[config.mk]
export PLATFORM = sky130hd
export DESIGN_NAME = uart_alu_interface
export DESIGN_NICKNAME = d
export VERILOG_FILES = /design/src/rtl/alu_pkg.sv /design/src/rtl/uart_gap_timer.sv /design/src/rtl/uart_alu_interface.sv
export SDC_FILE = /design/constraint.sdc
export NUM_CORES = 1
export LEC_CHECK = 0
export ABC_CLOCK_PERIOD_IN_PS = 1800
export CORE_UTILIZATION = 28
export CTS_BUF_LIST = sky130_fd_sc_hd__clkbuf_4 sky130_fd_sc_hd__clkbuf_8 sky130_fd_sc_hd__clkbuf_16
export CTS_CLUSTER_SIZE = 28
export DETAILED_ROUTE_END_ITERATION = 12
export MAX_ROUTING_LAYER = met4
export SETUP_SLACK_MARGIN = 0.1
export SYNTH_ARGS = -nofsm -noshare
export SYNTH_HDL_FRONTEND = slang
export SYNTH_SLANG_ARGS = --single-unit
[constraint.sdc]
create_clock -name i_clock -period 1.8 [get_ports i_clock]
set_clock_uncertainty 0.15 [all_clocks]
set_input_delay 0.27 -clock i_clock [delete_from_list [all_inputs] [get_ports i_clock]]
set_output_delay 0.27 -clock i_clock [all_outputs]
set_load 0.01 [all_outputs]
[src/rtl/alu_pkg.sv]
// Shared widths, ALU opcode values and the glue FSM state encoding used by
// the UART/ALU glue stage.
package alu_pkg;

    localparam int SIZEDATA = 8;
    localparam int SIZEOP   = 6;

    localparam logic [SIZEOP-1:0] OP_ADD = 6'b100000;
    localparam logic [SIZEOP-1:0] OP_SUB = 6'b100010;
    localparam logic [SIZEOP-1:0] OP_AND = 6'b100100;
    localparam logic [SIZEOP-1:0] OP_OR  = 6'b100101;
    localparam logic [SIZEOP-1:0] OP_XOR = 6'b100110;
    localparam logic [SIZEOP-1:0] OP_NOR = 6'b100111;
    localparam logic [SIZEOP-1:0] OP_SRA = 6'b000011;
    localparam logic [SIZEOP-1:0] OP_SRL = 6'b000010;

    typedef enum logic [2:0] {
        ST_WAIT_A  = 3'd0,
        ST_WAIT_B  = 3'd1,
        ST_WAIT_OP = 3'd2,
        ST_COMPUTE = 3'd3,
        ST_SEND    = 3'd4,
        ST_WAIT_TX = 3'd5
    } state_t;

    function automatic logic is_busy_state(input state_t s);
        return (s == ST_COMPUTE) || (s == ST_SEND) || (s == ST_WAIT_TX);
    endfunction

endpackage

[src/rtl/uart_gap_timer.sv]
// Counts idle clocks between received bytes; o_expire flags the last allowed
// idle clock of a partial triplet.
module uart_gap_timer #(
    parameter int TIMEOUT_CLKS = 2000000
) (
    input  logic i_clock,
    input  logic i_reset,
    input  logic i_clear,
    input  logic i_enable,
    output logic o_expire
);

    localparam int CW = (TIMEOUT_CLKS > 1) ? $clog2(TIMEOUT_CLKS) : 1;

    logic [CW-1:0] r_count;

    assign o_expire = i_enable && (r_count == CW'(TIMEOUT_CLKS - 1));

    // Holds at the terminal value; the FSM clears it on the way back to WAIT_A.
    always_ff @(posedge i_clock or negedge i_reset) begin
        if (!i_reset) begin
            r_count <= '0;
        end else if (i_clear) begin
            r_count <= '0;
        end else if (i_enable && !o_expire) begin
            r_count <= r_count + 1'b1;
        end
    end

endmodule

[src/rtl/uart_alu_interface.sv]
// Glue between UART RX/TX and a combinational ALU: gathers A, B and opcode,
// latches the ALU result, starts a TX frame and waits for it to complete.
module uart_alu_interface
    import alu_pkg::*;
#(
    parameter int TIMEOUT_CLKS = 2000000
) (
    input  logic                i_clock,
    input  logic                i_reset,
    input  logic                i_rx_done,
    input  logic [SIZEDATA-1:0] i_rx_data,
    input  logic [SIZEDATA-1:0] i_alu_result,
    input  logic                i_tx_done,
    output logic [SIZEDATA-1:0] o_operand_a,
    output logic [SIZEDATA-1:0] o_operand_b,
    output logic [SIZEOP-1:0]   o_opcode,
    output logic                o_tx_signal,
    output logic [SIZEDATA-1:0] o_tx_result,
    output logic                o_busy,
    output logic                o_overrun,
    output logic                o_timeout
);

    state_t              r_state;
    state_t              w_state_next;
    logic                w_overrun;
    logic                w_timeout;
    logic                w_expire;
    logic                w_gap_enable;
    logic                w_gap_clear;
    logic [SIZEDATA-1:0] r_operand_a;
    logic [SIZEDATA-1:0] r_operand_b;
    logic [SIZEOP-1:0]   r_opcode;
    logic [SIZEDATA-1:0] r_tx_result;
    logic                r_tx_signal;
    logic                r_busy;
    logic                r_overrun;
    logic                r_timeout;

    assign w_gap_enable = (r_state == ST_WAIT_B) || (r_state == ST_WAIT_OP);
    assign w_gap_clear  = i_rx_done || (w_state_next == ST_WAIT_A);

    uart_gap_timer #(
        .TIMEOUT_CLKS(TIMEOUT_CLKS)
    ) u_gap_timer (
        .i_clock  (i_clock),
        .i_reset  (i_reset),
        .i_clear  (w_gap_clear),
        .i_enable (w_gap_enable),
        .o_expire (w_expire)
    );

    always_ff @(posedge i_clock or negedge i_reset) begin
        if (!i_reset) begin
            r_state <= ST_WAIT_A;
        end else begin
            r_state <= w_state_next;
        end
    end

    // A byte arriving on the expiry clock takes priority over the timeout.
    always_comb begin
        w_state_next = r_state;
        w_overrun    = 1'b0;
        w_timeout    = 1'b0;
        case (r_state)
            ST_WAIT_A: begin
                if (i_rx_done) w_state_next = ST_WAIT_B;
            end
            ST_WAIT_B: begin
                if (i_rx_done) begin
                    w_state_next = ST_WAIT_OP;
                end else if (w_expire) begin
                    w_state_next = ST_WAIT_A;
                    w_timeout    = 1'b1;
                end
            end
            ST_WAIT_OP: begin
                if (i_rx_done) begin
                    w_state_next = ST_COMPUTE;
                end else if (w_expire) begin
                    w_state_next = ST_WAIT_A;
                    w_timeout    = 1'b1;
                end
            end
            ST_COMPUTE: begin
                w_state_next = ST_SEND;
                w_overrun    = i_rx_done;
            end
            ST_SEND: begin
                w_state_next = ST_WAIT_TX;
                w_overrun    = i_rx_done;
            end
            ST_WAIT_TX: begin
                w_overrun = i_rx_done;
                if (i_tx_done) w_state_next = ST_WAIT_A;
            end
            default: begin
                w_state_next = ST_WAIT_A;
            end
        endcase
    end

    always_ff @(posedge i_clock or negedge i_reset) begin
        if (!i_reset) begin
            r_operand_a <= '0;
            r_operand_b <= '0;
            r_opcode    <= '0;
            r_tx_result <= '0;
            r_tx_signal <= 1'b0;
            r_busy      <= 1'b0;
            r_overrun   <= 1'b0;
            r_timeout   <= 1'b0;
        end else begin
            if (r_state == ST_WAIT_A && i_rx_done) r_operand_a <= i_rx_data;
            if (r_state == ST_WAIT_B && i_rx_done) r_operand_b <= i_rx_data;
            if (r_state == ST_WAIT_OP && i_rx_done) r_opcode <= i_rx_data[SIZEOP-1:0];
            if (r_state == ST_COMPUTE) r_tx_result <= i_alu_result;
            r_tx_signal <= (w_state_next == ST_SEND);
            r_busy      <= is_busy_state(w_state_next);
            r_overrun   <= w_overrun;
            r_timeout   <= w_timeout;
        end
    end

    assign o_operand_a = r_operand_a;
    assign o_operand_b = r_operand_b;
    assign o_opcode    = r_opcode;
    assign o_tx_result = r_tx_result;
    assign o_tx_signal = r_tx_signal;
    assign o_busy      = r_busy;
    assign o_overrun   = r_overrun;
    assign o_timeout   = r_timeout;

endmodule

* Word-level counts from Yosys, hierarchy flattened
Cells that the tools add are included.
** Word-level totals
- Flip-flop bits (word level) :: 58
- Input port bits :: 20
- Output and inout port bits :: 34
- Logic and storage cells :: 47
** Operators by class
- $add $sub $neg :: 1
- Eq/ne operators :: 9
- Multiplexer cells :: 12
- Reduce and logical (&&, ||, !) cells :: 15
** Operators with widths (number)
- two-way mux 21 bit :: 2
- adder 21 x 1 -> 21 bit, second input constant :: 1
- equality test 21 bit, second input constant :: 1
- one-hot mux 3 bit (6 select lines) :: 1
- two-way mux 3 bit :: 5
- equality test 3 bit, second input constant :: 4
- equality test 3 x 2 -> 1 bit, second input constant :: 3
- zero test 3 bit :: 2
- logical AND 1 bit :: 5
- logical OR 1 bit :: 4
- two-way mux 1 bit :: 4
- equality test 3 x 1 -> 1 bit, second input constant :: 1
- OR reduction 3 bit :: 1
- nonzero test 2 bit :: 1
- OR reduction 2 bit :: 1
- zero test 1 bit :: 1

* Longest topological paths before layout
Gate-level depths: netlist of the first run.
- Word-level depth :: 9
- Mapped depth :: 7
- Mapped depth without buffers :: 6

* Modules after synthesis
Synthesis of the first run repeated with hierarchy kept, for this count alone.
** Unflattened totals
- Cell total of the unflattened synthesis :: 234
- Area total of the unflattened synthesis :: 2757.6 µm²
** By module, submodules not included
- uart_alu_interface :: instances 1, cells an instance 102, area an instance 1511.4 µm², sequential area each 925.9 µm²
- uart_gap_timer :: instances 1, cells an instance 132, area an instance 1246.2 µm², sequential area each 525.5 µm²

* Worst setup path before layout of the first run
OpenSTA, ideal clock, no wires.
- Kind :: flip-flop to flip-flop
- From :: reg u_gap_timer.r_count[7]
- To :: reg u_gap_timer.r_count[4]
- Library setup time :: 0.134 ns
- Data arrival time :: 1.508 ns
- Data required time :: 1.516 ns
- Path slack :: 0.008 ns
- Stages on the path, launching flop included :: 7
- Path buffers :: 1
- Period minus slack after synthesis :: 1.792 ns
- Path through :: dfrtp_1 -> nor4b_1 -> nand4_1 -> o221ai_1 -> a31o_2 -> buf_2 -> a211oi_1
** Between the ends
- Cells in the longest elaborated chain, start to end :: 8
- Elaborated cells between the ends (all ways) :: 12
- Those cells by class :: eq/ne (1); mux (5); reduce/logical (6)
** Ends and longest elaborated chain
- start: declaration :: RTL line uart_gap_timer.sv:15 : logic [CW-1:0] r_count;
- start signal: assignment :: RTL line uart_gap_timer.sv:26 : r_count <= r_count + 1'b1;
- equality test 21 bit (*) :: RTL line uart_gap_timer.sv:17 : assign o_expire = i_enable && (r_count == CW'(TIMEOUT_CLKS - 1));
- logical AND 1 bit (*) :: RTL line uart_gap_timer.sv:17
- two-way mux 3 bit :: RTL line uart_alu_interface.sv:73, uart_alu_interface.sv:81
- two-way mux 3 bit (on tied branches) :: RTL line uart_alu_interface.sv:79, uart_alu_interface.sv:71
- one-hot mux 3 bit (6 select lines) :: RTL line uart_alu_interface.sv:66 : case (r_state)
- zero test 3 bit :: RTL line uart_alu_interface.sv:41 : assign w_gap_clear = i_rx_done || (w_state_next == ST_WAIT_A);
- logical OR 1 bit :: RTL line uart_alu_interface.sv:41
- two-way mux 21 bit / nonzero test 2 bit (equally long branches)
Mark *: on every way between the ends. The rest lies on a longest branch, timed or not.
A chain may end at the register's enable or synchronous reset.

* Final worst setup path of the first run
- From :: reg u_gap_timer.r_count[12]
- To :: reg u_gap_timer.r_count[3]
Same word-level chain as after synthesis.

==> results.cfg, run 1 <==
[drt]
wl_per_cell_microns = 14.6
routed_wl_microns = 6480
dr_total_vias = 2092
drt-pass1-iter-count = 4
drtAntennaViolNets = 0
routed_via_density = 4.72
drt_iter0_markers = 108
drcViolationCount = 0

[layout]
final_common_cell = dfrtp_1
diodes = 0
final_cell_mix = dfrtp_1 (55), clkdlybuf4s50_1 (45), buf_4 (35)
drive_above_1_share = 0.376
syn2layout_area_growth_pct = 61.8
finalNetCount = 351

[global_route]
grt_max_degree = 25
grt_pass1_vias = 2095
grt_pass1_wl_microns = 10300
gr-usage-met2 = 0.197
grt_overflow = 0
antenna_found_initial = 0
track_usage = 0.140
gr-usage-met1 = 0.186
busiest_layer = met2
gr-usage-met3 = 0.0388

[synthesis]
syn_avg_cell_area_sq_um = 11.3
synthDistinctLibCells = 43
synth-seq-area-share = 0.570
syn_area_sq_mm = 0.00255
syn_nets = 247
syn_inst = 226
synthArstFlopShare = 1.00
yosysWarnings = 0
synth-seq-cells = 58
synthFlopType = dfrtp_1
synth_edf_count = 0

[cts]
htree_levels = 3
cts-root-buf = clkbuf_8
cts_sinks = 58
clkTransAtPathRegs_ps = 70
numCtsBuffers = 9
clk_path_buf_depth = 2
clkLatencyLatePin_ps = 330
cts_tree = yes

[power_and_ir_drop]
seqPwrFrac = 0.328
power_report.internal_total_mw = 4.08
p_sw_frac = 0.323
p_clk_frac = 0.219
ir_worst_vdd_mv = 0.843
switchingPower_mw = 1.94
p_leak_nw = 1.83
comb_power_share = 0.453
pwr_density_cell_mw_per_mm2 = 1460

[die]
dieHeight_microns = 97.4
dieWidth_microns = 97.4
pin_count = 54
initial_core_util = 0.291
die_area_sq_mm = 0.00948
core_area_sq_mm = 0.00876
num_rows = 34

[worst_hold_path]
hp-class = in -> async

[setup_path]
required_ps = 1860
rr_startpoint = u_gap_timer.r_count[12]
cp.arrival_ps = 1920
crit_type = reg -> reg
rr_worst_depth = 6
crit_path_max_fanout = 10
crit_slowest_cell = dfrtp_1
r2r_end = u_gap_timer.r_count[3]
start_kind = flip-flop
worstPathCellList = nor4_2 > nand4_1 > o221ai_2 > a31o_4 > clkbuf_16 > a31oi_1
crit_path_end_kind = flip-flop
crit_path_max_incr_delay_ps = 390
rrSetupSlack_ps = -60

[timing]
rsz0062_at_grt = yes
tightest_slew_ps = 553
slew_violations = 0
setup_tns_ps = -873
setup_viol = 22
maxSlewHeadroom = 0.631
hold_viol_final = 0
fin_crit_ps = 1860
fin_crit_sh = 1.03
worst_slack_ps = -55.9
max_freq_ghz = 0.539

[place]
gp_congestion = 0.754
dp_hpwl_microns = 4190
portBuffers = 53
place_ws_ps = -110

[status]
failed_checks = setup timing
status = finished with violations

[job]
drv_cap = 0
==> worst max-delay path: cells and delay by family, from the launching register on <==
| kind | cells | cell delay [ps] |
|---|---|---|
| compound gates | 3 | 480 |
| buf+inv | 1 | 170 |
| flops | 1 | 390 |
| simple gates | 2 | 550 |
==> cell usage after synthesis (all sizes together) (2+ instances only) <==
master,number,area (sq um)
a31oi,2,12.5
and3,4,25.0
and4,2,17.5
buf,5,31.3
clkbuf,3,11.3
dfrtp,58,1450
inv,2,7.51
mux2,22,248
nand2,31,116
nand2b,4,25.0
nand3,13,65.1
nand4,5,31.3
nor2,24,92.6
nor3,5,35.0
nor3b,2,15.0
nor4,4,37.5
o21ai,5,25.0
or2,2,12.5
xnor2,3,33.8
xor2,13,114
==> layout make-up <==
class                      count  area (sq um)
clock inverter                 7          93.8
sequential                    58          1460
clock buffer                   9           124
tap                          108           135
multi-input combinational    157          1290
fill                         806          4640
timing repair buffer         100          1000
timing repair inverter         1          5.00
inverter                       3          15.0
==> metrics by stage <==
| stage | cell area (sq um) | hold WS [ps] | instances | util | total power, mW |
|---|---|---|---|---|---|
| 3_5_place_dp | 3520 | 145 | 415 | 0.402 | 4.27 |
| 6_report | 4120 | 306 | 443 | 0.470 | 6.02 |
| 4_1_cts | 3830 | 295 | 434 | 0.437 | 5.73 |
| 3_3_place_gp | 3520 | 137 | 415 | 0.402 | 4.25 |
| 5_1_grt | 4120 | 324 | 443 | 0.470 | 6.36 |
| 2_1_floorplan | 2600 | -176 | 226 | - | 3.11 |
==> how the worst max path moves through the flow <==
stage                       startpoint  cells past startpoint                      to  slack (ps)
3_3_place_gp                 i_rx_done                      4          o_operand_b[6]        -110
2_1_floorplan               r_state[1]                      6  u_gap_timer.r_count[3]          90
6_report       u_gap_timer.r_count[12]                      6  u_gap_timer.r_count[3]         -60
4_1_cts        u_gap_timer.r_count[12]                      6  u_gap_timer.r_count[4]          20
5_1_grt        u_gap_timer.r_count[12]                      6  u_gap_timer.r_count[3]        -170
3_5_place_dp                 i_rx_done                      4          o_operand_b[2]        -110
==> cells by family after synthesis <==
kind of cell | Yosys count | share of synthesized area
adder cells (fa/ha/maj) | 1 | 0.00491
AO/OA/AOI/OAI | 15 | 0.0393
AND/OR/NAND/NOR | 102 | 0.205
flip-flops | 58 | 0.570
multiplexers | 23 | 0.101
buffers and inverters | 11 | 0.0211
XOR/XNOR | 16 | 0.0580
==> power by group through the flow <==
stage / registers (mW) / logic (mW) / clock network (mW)
2_1_floorplan: 2.13 / 0.986 / 0
3_3_place_gp: 1.99 / 2.26 / 0
3_5_place_dp: 1.99 / 2.27 / 0
4_1_cts: 1.99 / 2.39 / 1.35
5_1_grt: 2.03 / 2.92 / 1.42
6_report: 1.98 / 2.73 / 1.32
==> registers in the layout (all words and copies together) (netlist names) <==
| name | flops |
|---|---|
| o_busy | 1 |
| o_opcode | 6 |
| o_operand_a | 8 |
| o_operand_b | 8 |
| o_overrun | 1 |
| o_timeout | 1 |
| o_tx_result | 8 |
| o_tx_signal | 1 |
| r_state | 3 |
| u_gap_timer.r_count | 21 |
==> metal layers <==
layer / part of all wire / wire length [microns] / up-vias
met4: 0.018 / 115 / 0
met3: 0.059 / 382 / 10
met5: 0 / 0 / -
li1: - / - / 993
met2: 0.46 / 2990 / 58
met1: 0.46 / 3000 / 1031
==> timing repair <==
| item | in CTS | in global routing |
|---|---|---|
| setup endpoints to repair | 39 | 61 |
| gates resized for setup | 17 | 44 |
| endpoints found under the hold margin | 18 | 0 |
| gates cloned | 0 | 3 |
| pin swaps | 2 | 14 |
| hold buffers | 1 | 0 |
| setup buffers | 2 | 6 |
Note: power is estimated with default switching activity, not from simulation.
==> run 2, diff against run 1 <==
Settings changed: CELL_PAD_IN_SITES_DETAIL_PLACEMENT from default to 1, CELL_PAD_IN_SITES_GLOBAL_PLACEMENT from default to 1, PLACE_DENSITY_LB_ADDON from default to 0.1, SLEW_MARGIN from default to 20.
==> run 2 against run 1 <==
Compared with the run above:
- the run still ends with setup timing left
- setup slack better by 53 ps
- global-route usage increased by 1.6 points
- utilization down 2.2 points
- sequential share of layout area is 1.7 points higher
- total power fell by 7.0%
- clock-buffer cell count increased by 2
- sequential cell count did not move
- register-to-register slack better by 50 ps
- maximum frequency grew 2.9%
- highest routed layer unchanged
==> results.cfg, run 2 (synthesis gave the netlist of run 1 again) <==
[status]
status = finished with violations
failed_checks = setup timing

[timing]
max_freq_ghz = 0.555
rsz0062_at_grt = yes
fin_crit_sh = 1.00
maxSlewHeadroom = 0.746
setup_tns_ps = -2.75
hold_viol_final = 0
tightest_slew_ps = 379
slew_violations = 0
fin_hold_ws_ps = 310
worst_slack_ps = -2.75
fin_crit_ps = 1800
setup_viol = 1

[drt]
drtAntennaViolNets = 0
dr_total_vias = 2038
routed_via_density = 4.64
wl_met3_microns = 281
wl_met1_microns = 3050
routed_wl_microns = 6630
top_layer = met4
drt-pass1-iter-count = 3
drt_iter0_markers = 39
wl_met2_microns = 3180
drcViolationCount = 0
wl_per_cell_microns = 15.1

[worst_hold_path]
hp-class = in -> async

[cts]
clkTransAtPathRegs_ps = 70
cts-root-buf = clkbuf_8
cts_tree = yes
htree_levels = 3
cts_sinks = 58
numCtsBuffers = 9
clk_path_buf_depth = 2
clkLatencyLatePin_ps = 340

[setup_path]
required_ps = 1850
crit_type = reg -> reg
crit_path_max_incr_delay_ps = 390
cpLargestDelayFamily = simple AND/OR/NAND/NOR gates
crit_slowest_cell = dfrtp_1
rrSetupSlack_ps = -3
worstPathCellList = nor4b_2 > nand4_1 > o221ai_2 > a31o_4 > buf_6 > a311oi_2
cp.arrival_ps = 1850
crit_path_max_fanout = 4
start_kind = flip-flop
cp_num_buf_inv = 1
crit_path_end_kind = flip-flop

[global_route]
grt_max_degree = 59
track_usage = 0.156
grt_pass1_wl_microns = 11200
grt_pass1_vias = 2248
grt_overflow = 0
antenna_found_initial = 0

[place]
gp_congestion = 0.745
portBuffers = 53
dp_hpwl_microns = 4490
place_ws_ps = -206
dp_cells = 415
dpl-instance-area_sq_mm = 0.00350

[layout]
largest-register = u_gap_timer.r_count
final_util = 0.448
syn2layout_area_growth_pct = 54.3
layout.cells.non_filler = 439
drive_above_1_share = 0.350
finalNetCount = 347
stdcell_area_sq_mm = 0.00393
regArea_sq_mm = 0.00146
largest_register_ffs = 21
nFillCells = 964
final_common_cell = dfrtp_1
final_cell_mix = dfrtp_1 (55), clkdlybuf4s50_1 (38), buf_4 (37)
multi_input_area_sq_mm = 0.00119
diodes = 0

[die]
core_area_sq_mm = 0.00876
die_area_sq_mm = 0.00948
num_rows = 34
pin_count = 54
dieWidth_microns = 97.4
initial_core_util = 0.291
dieHeight_microns = 97.4

[power_and_ir_drop]
pwr_density_cell_mw_per_mm2 = 1430
ir_worst_vdd_mv = 0.696
p_leak_nw = 1.81
finalPower_mw = 5.60

[job]
drv_cap = 0
==> run 2: cell types whose count changed in the layout (fill, tap and decap cells not counted), sizes merged <==
cell and delta:
bufinv -1, buf -1, dlymetal6s2s +7, clkinvlp -2, clkdlybuf4s50 -7
==> run 2: metal layers <==
metal	up-vias	track usage
met5	-	-
met4	0	0.0713
met3	9	0.0410
met2	35	0.236
met1	1010	0.195
li1	984	-
==> run 2: layout make-up <==
class,count,share of cell area
clock inverter,5,0.0134
clock buffer,11,0.0385
tap,108,0.0344
inverter,3,0.00382
timing repair buffer,97,0.238
sequential,58,0.370
multi-input combinational,157,0.302
==> run 2: final timing paths <==
kind	from	endpoint	cells after the start
worst max register to register	u_gap_timer.r_count[13]	u_gap_timer.r_count[5]	6
worst min-delay path	i_reset	u_gap_timer.r_count[10]	3
min in group i_clock	i_alu_result[7]	o_tx_result[7]	3
max in group asynchronous	i_reset	r_state[0]	3
worst min register to register	o_tx_result[7]	o_tx_result[7]	2
worst max-delay path	u_gap_timer.r_count[13]	u_gap_timer.r_count[5]	6
==> run 2: tightest hold or removal path: stages <==
cell and delay [ps]:
dlygate4sd3_1 530, buf_2 120, buf_12 270
==> run 2: repair_timing <==
item,4_1_cts,5_1_grt
setup endpoints to repair,38,54
pin swaps,8,9
hold buffers,1,0
endpoints found under the hold margin,58,0
gates resized for setup,19,28
buffers inserted,3,4
==> run 2: power breakdown <==
part | switching, mW | internal, mW | total, mW
Sequential | 0.257 | 1.72 | 1.97
Combinational | 1.04 | 1.33 | 2.37
Clock | 0.545 | 0.708 | 1.25
Total | 1.85 | 3.75 | 5.60
==> run 3, diff against run 2 <==
Settings changed: CORE_UTILIZATION 28 to 35.
==> run 3 against run 2 <==
Compared with the run above:
- the run still ends with setup timing left
- clock power is essentially flat
- clock-buffer cell count unchanged
- cell count fell by 0.91%
- maximum frequency is 3.6% lower
- non-clock buffer count up 8
==> results.cfg, run 3 (synthesis gave the netlist of run 1 again) <==
[setup_path]
required_ps = 1870
rrSetupSlack_ps = -70
crit_path_end_kind = flip-flop
crit_path_end = u_gap_timer.r_count[16]
rr_startpoint = u_gap_timer.r_count[8]
start_kind = flip-flop
crit_start = u_gap_timer.r_count[8]
r2r_end = u_gap_timer.r_count[16]
rr_worst_depth = 6
crit_type = reg -> reg
cp.arrival_ps = 1940
crit_path_max_fanout = 8

[power_and_ir_drop]
ir_worst_vdd_mv = 0.818
pwr_density_cell_mw_per_mm2 = 1450
p_leak_nw = 1.91

[layout]
drive_above_1_share = 0.372
layout.cells.non_filler = 435
final_util = 0.587
final_common_cell = dfrtp_1
largest-register = u_gap_timer.r_count
syn2layout_area_growth_pct = 59.2
finalNetCount = 355
nFillCells = 728
final_cell_mix = dfrtp_1 (55), buf_4 (42), clkdlybuf4s50_1 (37)
largest_register_ffs = 21
diodes = 0

[die]
die_area_sq_mm = 0.00762
pin_count = 54
core_area_sq_mm = 0.00691
dieWidth_microns = 87.3
dieHeight_microns = 87.3
initial_core_util = 0.369
num_rows = 30

[timing]
fin_crit_ps = 1870
fin_crit_sh = 1.04
worst_slack_ps = -70.1
tightest_slew_ps = 397
max_freq_ghz = 0.535
slew_violations = 0
setup_viol = 23
hold_viol_final = 0
maxSlewHeadroom = 0.733
rsz0062_at_grt = yes

[drt]
wl_per_cell_microns = 16.1
drtAntennaViolNets = 0
drt_iter0_markers = 35
dr_total_vias = 2111
drcViolationCount = 0
routed_wl_microns = 7020
routed_via_density = 4.85
drt-pass1-iter-count = 4

[cts]
cts_sinks = 58
htree_levels = 3
clkLatencyLatePin_ps = 340
clk_path_buf_depth = 2
numCtsBuffers = 9
clkTransAtPathRegs_ps = 70
cts_tree = yes
cts-root-buf = clkbuf_8

[status]
failed_checks = setup timing
status = finished with violations

[job]
drv_cap = 0

[global_route]
track_usage = 0.196
grt_max_degree = 33
grt_pass1_wl_microns = 10800
antenna_found_initial = 0
grt_overflow = 0
grt_pass1_vias = 2256

[place]
dp_hpwl_microns = 4550
dp_cells = 409
gp_congestion = 0.714
portBuffers = 53

[worst_hold_path]
hp-class = in -> async
[run 3: changes by cell type in the layout (fill, tap and decap cells not counted), moves of 2 or more]
cell	before	now
nand2_2	0	2
o21ai_0	1	3
buf_4	37	42
buf_6	4	6
mux2_2	22	14
nand2_1	31	29
mux2_4	0	8
nor2_1	17	14
nor2_4	1	5
[run 3: power by group]
group	internal (mW)	leakage [nW]	total, mW	switching [mW]
logic	1.53	1.07	2.65	1.12
clock network	0.687	0.106	1.22	0.534
registers	1.72	0.741	2.00	0.285
total	3.93	1.91	5.87	1.94
[run 3: cell type report]
| cell class | instances | area, sq um | area share |
|---|---|---|---|
| Inverter | 3 | 15.0 | 0.00370 |
| Clock inverter | 5 | 53.8 | 0.0133 |
| Tap cell | 96 | 120 | 0.0296 |
| Clock buffer | 11 | 145 | 0.0358 |
| Timing Repair Buffer | 105 | 1020 | 0.252 |
| Sequential cell | 58 | 1460 | 0.359 |
| Multi-Input combinational cell | 157 | 1240 | 0.307 |
[run 3: critical path, cell delays in order (launching register included)]
cell       delay [ps]
dfrtp_1           390
nor4_2            300
nand4_1           240
o221ai_2          220
a31o_4            230
clkbuf_16         160
nor2_1             50
[run 3: repair_timing]
item / in CTS / in global routing
gates cloned: 0 / 1
gates resized for setup: 6 / 56
setup buffers: 2 / 6
setup endpoints to repair: 40 / 60
pin swaps: 0 / 7
hold endpoints to repair: 51 / 0
hold buffers: 1 / 0
[run 3: through the flow]
step | hold WS [ps] | area (sq um) | total power [mW] | setup TNS, ps | setup slack (ps)
after floorplan | -176 | 2600 | 3.11 | 0 | 91.6
after global placement | 24.2 | 3530 | 4.25 | -1490 | -118
after detailed placement | 23.1 | 3530 | 4.29 | -1800 | -146
after CTS | 195 | 3770 | 5.57 | -60.5 | -12.5
after global routing | 219 | 4050 | 6.21 | -3760 | -176
final | 201 | 4050 | 5.87 | -1130 | -70.1
[run 3: worst min-delay path by stage]
stage | depth (start not counted) | endpoint | slack (ps) | startpoint
after global routing | 2 | u_gap_timer.r_count[6] | 220 | i_reset
after global placement | 1 | u_gap_timer.r_count[5] | 20 | i_reset
final | 2 | u_gap_timer.r_count[3] | 200 | i_reset
after detailed placement | 1 | u_gap_timer.r_count[4] | 20 | i_reset
after floorplan | 0 | o_busy | -180 | i_reset
after CTS | 2 | r_state[1] | 190 | i_reset
[run 3: layer usage]
metal	wire length, microns	GRT usage	vias up	part of all wire
met1	3040	0.234	1061	0.43
met2	3580	0.298	43	0.51
met5	0	-	-	0
li1	-	-	1001	-
met4	57	0.0641	0	0.0081
met3	339	0.0825	6	0.048
